[src/rtl/vga_rx_check_if.sv]
// Shared VGA geometry and the pixel-stream bundle produced by the draw stages.
package vga_pkg;
  localparam int HOR_PIXELS = 800;
  localparam int VER_PIXELS = 600;
  localparam int HOR_TOTAL  = 1056;
  localparam int VER_TOTAL  = 628;
endpackage

interface vga_if;
  logic [10:0] vcount;
  logic [10:0] hcount;
  logic        vsync;
  logic        hsync;
  logic        vblnk;
  logic        hblnk;
  logic [11:0] rgb;

  modport master (output vcount, hcount, vsync, hsync, vblnk, hblnk, rgb);
  modport slave  (input  vcount, hcount, vsync, hsync, vblnk, hblnk, rgb);
  modport in     (input  vcount, hcount, vsync, hsync, vblnk, hblnk, rgb);
endinterface

[src/rtl/vga_rx_check.sv]
// Pixel-stream checker: locks onto the VGA timing, flags timing/content errors
// and produces a per-frame checksum of the active-area rgb values.
module vga_rx_check #(
  parameter int H_ACTIVE = vga_pkg::HOR_PIXELS,
  parameter int V_ACTIVE = vga_pkg::VER_PIXELS,
  parameter int H_TOTAL  = vga_pkg::HOR_TOTAL,
  parameter int V_TOTAL  = vga_pkg::VER_TOTAL
) (
  input  logic        clk40MHz,
  input  logic        rst,
  vga_if.in           in_if,
  input  logic        clr,
  output logic        locked,
  output logic        frame_done,
  output logic [23:0] frame_sum,
  output logic [15:0] frame_cnt,
  output logic [7:0]  err_cnt,
  output logic [3:0]  err_flags
);

  localparam logic [10:0] H_ACT  = 11'(H_ACTIVE);
  localparam logic [10:0] V_ACT  = 11'(V_ACTIVE);
  localparam logic [10:0] H_LAST = 11'(H_TOTAL - 1);
  localparam logic [10:0] V_LAST = 11'(V_TOTAL - 1);

  typedef enum logic [1:0] {SEARCH, LOCKING, LOCKED} state_t;

  state_t      state_reg, state_next;
  logic [10:0] s1_hcount_reg, s1_vcount_reg;
  logic        s1_hblnk_reg, s1_vblnk_reg;
  logic [11:0] s1_rgb_reg;
  logic [1:0]  s1_sync_unused_reg;
  logic        s1_valid_reg;
  logic [10:0] exp_h_reg, exp_v_reg;
  logic [23:0] acc_reg, frame_sum_reg;
  logic [15:0] frame_cnt_reg;
  logic        frame_done_reg;
  logic [7:0]  err_cnt_reg;
  logic [3:0]  err_flags_reg, err_flags_next;
  logic [3:0]  chk_bits, fail_bits;
  logic        fail, at_origin, at_end, blanking;

  // s1_valid_reg keeps the zeroed post-reset S1 contents from looking like a real (0,0).
  always_ff @(posedge clk40MHz) begin
    if (rst) begin
      s1_hcount_reg      <= '0;
      s1_vcount_reg      <= '0;
      s1_hblnk_reg       <= 1'b0;
      s1_vblnk_reg       <= 1'b0;
      s1_rgb_reg         <= '0;
      s1_sync_unused_reg <= '0;
      s1_valid_reg       <= 1'b0;
    end else begin
      s1_hcount_reg      <= in_if.hcount;
      s1_vcount_reg      <= in_if.vcount;
      s1_hblnk_reg       <= in_if.hblnk;
      s1_vblnk_reg       <= in_if.vblnk;
      s1_rgb_reg         <= in_if.rgb;
      s1_sync_unused_reg <= {in_if.vsync, in_if.hsync};
      s1_valid_reg       <= 1'b1;
    end
  end

  always_comb begin
    at_origin   = (s1_hcount_reg == '0) && (s1_vcount_reg == '0);
    at_end      = (s1_hcount_reg == H_LAST) && (s1_vcount_reg == V_LAST);
    blanking    = s1_hblnk_reg || s1_vblnk_reg;
    chk_bits    = '0;
    chk_bits[0] = s1_hcount_reg != exp_h_reg;
    chk_bits[1] = s1_vcount_reg != exp_v_reg;
    chk_bits[2] = (s1_hblnk_reg != (s1_hcount_reg >= H_ACT)) ||
                  (s1_vblnk_reg != (s1_vcount_reg >= V_ACT));
    chk_bits[3] = (s1_rgb_reg != '0) && blanking;
    fail_bits   = (state_reg == SEARCH) ? 4'b0000 : chk_bits;
    fail        = |fail_bits;
  end

  always_ff @(posedge clk40MHz) begin
    if (rst) state_reg <= SEARCH;
    else     state_reg <= state_next;
  end

  always_comb begin
    state_next = state_reg;
    case (state_reg)
      SEARCH:  if (s1_valid_reg && at_origin) state_next = LOCKING;
      LOCKING: if (fail) state_next = SEARCH;
               else if (at_end) state_next = LOCKED;
      LOCKED:  if (fail) state_next = SEARCH;
      default: state_next = SEARCH;
    endcase
  end

  always_comb begin
    locked = (state_reg == LOCKED);
  end

  always_ff @(posedge clk40MHz) begin
    if (rst) begin
      exp_h_reg <= '0;
      exp_v_reg <= '0;
    end else if (state_reg == SEARCH) begin
      exp_h_reg <= (s1_valid_reg && at_origin) ? 11'd1 : 11'd0;
      exp_v_reg <= '0;
    end else if (exp_h_reg == H_LAST) begin
      exp_h_reg <= '0;
      exp_v_reg <= (exp_v_reg == V_LAST) ? 11'd0 : exp_v_reg + 11'd1;
    end else begin
      exp_h_reg <= exp_h_reg + 11'd1;
    end
  end

  // A failing cycle never closes a frame; the partial sum is thrown away.
  always_ff @(posedge clk40MHz) begin
    if (rst) begin
      acc_reg        <= '0;
      frame_sum_reg  <= '0;
      frame_cnt_reg  <= '0;
      frame_done_reg <= 1'b0;
    end else begin
      frame_done_reg <= 1'b0;
      if (state_reg == LOCKED && !fail) begin
        acc_reg <= (at_origin ? 24'd0 : acc_reg) + (blanking ? 24'd0 : {12'd0, s1_rgb_reg});
        if (at_end) begin
          frame_sum_reg  <= acc_reg;
          frame_cnt_reg  <= frame_cnt_reg + 16'd1;
          frame_done_reg <= 1'b1;
        end
      end else begin
        acc_reg <= '0;
      end
    end
  end

  for (genvar gi = 0; gi < 4; gi++) begin : g_flag
    assign err_flags_next[gi] = clr ? fail_bits[gi] : (err_flags_reg[gi] | fail_bits[gi]);
  end

  always_ff @(posedge clk40MHz) begin
    if (rst) begin
      err_flags_reg <= '0;
      err_cnt_reg   <= '0;
    end else begin
      err_flags_reg <= err_flags_next;
      if (clr)
        err_cnt_reg <= fail ? 8'd1 : 8'd0;
      else if (fail && err_cnt_reg != 8'hFF)
        err_cnt_reg <= err_cnt_reg + 8'd1;
    end
  end

  assign frame_done = frame_done_reg;
  assign frame_sum  = frame_sum_reg;
  assign frame_cnt  = frame_cnt_reg;
  assign err_cnt    = err_cnt_reg;
  assign err_flags  = err_flags_reg;

endmodule

[src/flat_wrapper.sv]
// flat-port wrapper written by rule: the top's interface ports become plain ports
module vga_rx_check_flat 
#(
  parameter int H_ACTIVE = vga_pkg::HOR_PIXELS,
  parameter int V_ACTIVE = vga_pkg::VER_PIXELS,
  parameter int H_TOTAL  = vga_pkg::HOR_TOTAL,
  parameter int V_TOTAL  = vga_pkg::VER_TOTAL
)
  (clk40MHz, rst, clr, locked, frame_done, frame_sum, frame_cnt, err_cnt, err_flags, in_if_vcount, in_if_hcount, in_if_vsync, in_if_hsync, in_if_vblnk, in_if_hblnk, in_if_rgb);
  vga_if in_if_i ();
  input  logic clk40MHz;
  input  logic rst;
  input  logic clr;
  output logic locked;
  output logic frame_done;
  output logic [23:0] frame_sum;
  output logic [15:0] frame_cnt;
  output logic [7:0] err_cnt;
  output logic [3:0] err_flags;
  input wire logic [$bits(in_if_i.vcount)-1:0] in_if_vcount;
  input wire logic [$bits(in_if_i.hcount)-1:0] in_if_hcount;
  input wire logic [$bits(in_if_i.vsync)-1:0] in_if_vsync;
  input wire logic [$bits(in_if_i.hsync)-1:0] in_if_hsync;
  input wire logic [$bits(in_if_i.vblnk)-1:0] in_if_vblnk;
  input wire logic [$bits(in_if_i.hblnk)-1:0] in_if_hblnk;
  input wire logic [$bits(in_if_i.rgb)-1:0] in_if_rgb;
  assign in_if_i.vcount = in_if_vcount;
  assign in_if_i.hcount = in_if_hcount;
  assign in_if_i.vsync = in_if_vsync;
  assign in_if_i.hsync = in_if_hsync;
  assign in_if_i.vblnk = in_if_vblnk;
  assign in_if_i.hblnk = in_if_hblnk;
  assign in_if_i.rgb = in_if_rgb;
  vga_rx_check #(.H_ACTIVE(H_ACTIVE), .V_ACTIVE(V_ACTIVE), .H_TOTAL(H_TOTAL), .V_TOTAL(V_TOTAL)) u_core (.clk40MHz(clk40MHz), .rst(rst), .in_if(in_if_i), .clr(clr), .locked(locked), .frame_done(frame_done), .frame_sum(frame_sum), .frame_cnt(frame_cnt), .err_cnt(err_cnt), .err_flags(err_flags));
endmodule
[config.mk]
export PLATFORM = sky130hd
export DESIGN_NAME = vga_rx_check_flat
export DESIGN_NICKNAME = d
export VERILOG_FILES = /design/src/rtl/vga_rx_check_if.sv /design/src/rtl/vga_rx_check.sv /design/src/flat_wrapper.sv
export SDC_FILE = /design/constraint.sdc
export NUM_CORES = 1
export LEC_CHECK = 0
export CAP_MARGIN = 20
export CORE_MARGIN = 2
export CORE_UTILIZATION = 39
export CTS_CLUSTER_DIAMETER = 120
export DETAILED_ROUTE_END_ITERATION = 6
export PLACE_DENSITY_LB_ADDON = 0.2
export SLEW_MARGIN = 15
export SYNTH_ARGS = -nofsm -noshare
export SYNTH_HDL_FRONTEND = slang
export SYNTH_SLANG_ARGS = --single-unit
[constraint.sdc]
create_clock -name clk40MHz -period 5 [get_ports clk40MHz]
set_input_delay 1 -clock clk40MHz [delete_from_list [all_inputs] [get_ports clk40MHz]]
set_output_delay 1 -clock clk40MHz [all_outputs]
set_load 0.02 [all_outputs]
==> run summary <==
ys async rst share -> 0%
root buf cell -> sky130_fd_sc_hd__clkbuf_16
sum of negative setup slack -> 0 ns
mean cell area of the mapped netlist -> 8.639 um^2
area of the mapped netlist -> 0.006264 mm^2
Total GRT Usage -> 18.51%
depth of the worst register-to-register path -> 12
result of the run -> finished, final reports clean
largest fanout on the critical path -> 18
data required time at the worst endpoint -> 5.32 ns
Top Family by Delay on Critical Path -> simple AND/OR/NAND/NOR gates
largest net degree at the start of global routing -> 84
overall die width -> 130.7 um
Final Max Slew Viols -> 0
count of final hold-check violations -> 0
synth unique cells -> 61
Relative slew margins -> 34.06%
launch instance of the worst register-to-register path -> u_core.s1_hcount_reg[5]
Clock Skew -> 0.008956 ns
fraction of power spent switching nets -> 21.18%
syn_nets -> 783
Multi-input gate area -> 0.003313 mm^2
post-synthesis sequential area ratio -> 44.11%
Final nets -> 868
residual antenna-violating net count after detailed routing -> 0
detailed-route vias per instance -> 5.200
number of fill cells in the layout -> 1503
arrival time of data at the critical path endpoint -> 4.18 ns
area taken by flip-flops and latches -> 0.002763 mm^2
Yosys Warn Count -> 0
RSZ-0062 raised after global routing -> false
actual slew at the worst max-slew pin -> 0.9863 ns
iteration-0 DRC count of the detailed router -> 402
hold depth -> 2
clock transition at the registers of the reported paths -> 0.06 ns
diodes inserted -> 0
number of remaining DRC errors -> 0
type of the worst setup path -> reg2reg
final worst path period share -> 77.25%
initial standard-cell utilization of the core -> 39.72%
overall die area -> 0.01709 mm^2
row cnt -> 46
Detailed Place HPWL -> 11040 um
post-route minimum period -> 3.862 ns
standby leakage power -> 2.801 nW
register bit count reported by yosys -> 138
vias in the first global route -> 5204
sum of overflow across all layers after global routing -> 0
worst-path cell chain -> or3_1 -> nand3b_2 -> or2_2 -> and2_1 -> ha_1 -> o21ai_0 -> a211o_1 -> a21oi_1 -> o31a_1 -> nor2_1 -> or4_1 -> a211oi_1
CTS tree -> done
router iterations before antenna repair -> 5
global placement routability congestion -> 0.8700
CTS buffer count -> 17
pre-CTS worst setup slack -> 1.173 ns
slowest CP cell -> sky130_fd_sc_hd__or2_2
setup violation total in the final timing report -> 0
count of input and output buffers -> 92
min-delay worst type -> reg2reg
Die Span Y -> 130.7 um
Synth-to-Final Area Change -> 26.91%
Critical R2R Capture -> u_core.acc_reg[22]
worst supply voltage drop on vdd -> 0.2444 mV
internal power -> 0.001999 W
Hold Crit Start -> u_core.frame_sum[10]
core area -> 0.01577 mm^2
number of maximum-capacitance violations -> 0
max incr delay on CP -> 0.49 ns
number of buffers between clock root and the deepest sink -> 2
wire length of the first global-routing pass -> 24990 um
f_max -> 0.2589 GHz
overall via count from detail_route -> 5398
Skew-Pair Late Insertion Delay -> 0.43 ns
Clk pwr share -> 51.2%
EDFF count, synth -> 0
Switch Pwr -> 0.0005373 W
I/O pin total -> 95
Register-to-Register Setup Slack -> 1.14 ns
element type at the critical path end -> flip-flop
Routed WL per cell -> 14.51 um
quantity of gates resized following cts -> 0
category of the worst setup path launch point -> flip-flop
setup slack after layout -> 1.138 ns
Cells after Synth -> 725
setup fix buffers added after clock tree synthesis -> 0
logic gate share of total power -> 4.2%
top_reg_cell synth -> sky130_fd_sc_hd__dfxtp_1
combined buffer and inverter count along the critical path -> 0
WL final -> 15070 um
Sequential Power Share -> 44.6%
total number of clock tree sinks -> 138
WHS Endpoint -> u_core.frame_sum[10]
number of antenna violations at the first check in global routing -> 0
number of buffers inserted for hold repair after clock tree synthesis -> 0
fraction of layout cells with a size suffix above 1 -> 5.839%
Power per Cell Area -> 319.1 mW/mm^2
Clock H-tree levels -> 4
==> synthesized netlist by cell type (2+ instances only) <==
master                     count  area (um^2)
sky130_fd_sc_hd__dfxtp_1     138         2763
sky130_fd_sc_hd__nand2_1      89        334.1
sky130_fd_sc_hd__nor2_1       62        232.7
sky130_fd_sc_hd__a21oi_1      46        230.2
sky130_fd_sc_hd__nor2b_1      41        256.5
sky130_fd_sc_hd__nand3_1      33        165.2
sky130_fd_sc_hd__xor2_1       32        280.3
sky130_fd_sc_hd__xnor2_1      30        262.8
sky130_fd_sc_hd__and2_1       27        168.9
sky130_fd_sc_hd__clkbuf_1     21        78.83
sky130_fd_sc_hd__nand4_1      21        131.4
sky130_fd_sc_hd__nor3_1       20        100.1
sky130_fd_sc_hd__ha_1         16        200.2
sky130_fd_sc_hd__nor4_1       14        87.58
sky130_fd_sc_hd__o21ai_0      14        70.07
sky130_fd_sc_hd__inv_1        13        48.80
sky130_fd_sc_hd__and3_1       10        62.56
sky130_fd_sc_hd__a211oi_1      7        52.55
sky130_fd_sc_hd__and4_1        7        61.31
sky130_fd_sc_hd__a31oi_1       6        37.54
sky130_fd_sc_hd__or4_1         6        45.04
sky130_fd_sc_hd__o21a_1        5        37.54
sky130_fd_sc_hd__o31ai_1       5        37.54
sky130_fd_sc_hd__or2_2         5        31.28
sky130_fd_sc_hd__or3_1         5        31.28
sky130_fd_sc_hd__o31a_1        4        35.03
sky130_fd_sc_hd__a21o_1        3        22.52
sky130_fd_sc_hd__a311oi_1      3        26.28
sky130_fd_sc_hd__buf_2         3        15.01
sky130_fd_sc_hd__buf_4         3        22.52
sky130_fd_sc_hd__a31o_2        2        17.52
sky130_fd_sc_hd__a41oi_1       2        17.52
sky130_fd_sc_hd__buf_1         2        7.510
sky130_fd_sc_hd__mux2i_1       2        20.02
sky130_fd_sc_hd__nand2b_1      2        12.51
==> power by group through the flow <==
stage | clock, W | sequential, W | combinational [W]
floorplan | 0 | 0.00115 | 0.0000623
global placement | 0 | 0.00116 | 0.000105
detailed placement | 0 | 0.00116 | 0.000106
CTS | 0.00132 | 0.00113 | 0.000107
global route | 0.00136 | 0.00113 | 0.000118
finish | 0.00130 | 0.00113 | 0.000106
==> layout make-up <==
| type | instances | area share [%] |
|---|---|---|
| sequential | 138 | 34.76 |
| tap | 216 | 3.400 |
| timing repair buffer | 96 | 11.87 |
| clock inverter | 13 | 2.235 |
| multi-input combinational | 543 | 41.68 |
| inverter | 14 | 0.6611 |
| clock buffer | 18 | 5.399 |
==> cells by family after synthesis <==
| kind of cell | count (synthesis) | share of synthesized area (%) |
|---|---|---|
| and+or+nand+nor | 351 | 29.17 |
| buffers and inverters | 44 | 2.996 |
| adders and majority gates | 17 | 3.516 |
| AOI/OAI and AO/OA | 111 | 11.23 |
| DFF | 138 | 44.11 |
| muxes | 2 | 0.3196 |
| xor gates and xnor gates | 62 | 8.670 |
==> worst max-delay path by stage <==
| stage | start | to | slack (ns) | depth (start not counted) |
|---|---|---|---|---|
| finish | u_core.s1_hcount_reg[5] | u_core.acc_reg[22] | 1.14 | 12 |
| global placement | u_core.s1_hcount_reg[5] | u_core.acc_reg[22] | 1.19 | 12 |
| floorplan | u_core.s1_hcount_reg[5] | u_core.acc_reg[22] | 1.39 | 14 |
| CTS | u_core.s1_hcount_reg[5] | u_core.acc_reg[22] | 1.14 | 12 |
| detailed placement | u_core.s1_hcount_reg[5] | u_core.acc_reg[22] | 1.17 | 12 |
| global route | u_core.s1_hcount_reg[5] | u_core.acc_reg[20] | 0.86 | 14 |
==> placed cells by master (no fill, tap or decap), drive strengths merged, types with 6 or more instances in the layout <==
cell | netlist | final
dfxtp | 138 | 138
clkdlybuf4s50 | 0 | 91
nand2 | 89 | 89
nor2 | 62 | 62
a21oi | 46 | 46
nor2b | 41 | 41
nand3 | 34 | 34
xor2 | 32 | 32
xnor2 | 30 | 30
and2 | 27 | 27
nand4 | 21 | 21
nor3 | 20 | 20
clkbuf | 21 | 18
ha | 16 | 16
nor4 | 16 | 16
o21ai | 15 | 15
inv | 13 | 13
and3 | 12 | 12
clkinv | 1 | 8
and4 | 7 | 7
a211oi | 7 | 7
or4 | 6 | 6
a31oi | 6 | 6
==> per-layer routing <==
layer  share of wire, %  vias to the layer above  track usage, %
li1                   -                     2707               -
met1                 49                     2534           24.78
met2                 45                      132           28.98
met3                5.0                       25           4.560
met4                1.8                        0           7.009
met5                  0                        -               0
==> through the flow <==
step / hold slack (ns) / instance area (um^2) / util [%] / power (W) / std cells
CTS: 0.4544 / 7949 / 50.40 / 0.002556 / 1038
detailed placement: 0.4469 / 7342 / 46.56 / 0.001262 / 1007
floorplan: 0.4317 / 6264 / - / 0.001212 / 725
global placement: 0.4438 / 7337 / 46.52 / 0.001260 / 1006
finish: 0.4507 / 7949 / 50.40 / 0.002536 / 1038
global route: 0.4712 / 7949 / 50.40 / 0.002613 / 1038
==> tightest hold or removal path: stages (launching register included) <==
cell	delay, ns
sky130_fd_sc_hd__dfxtp_1	0.30
sky130_fd_sc_hd__nand2_1	0.05
sky130_fd_sc_hd__a21oi_1	0.05
Note: power is estimated with default switching activity, not from simulation.
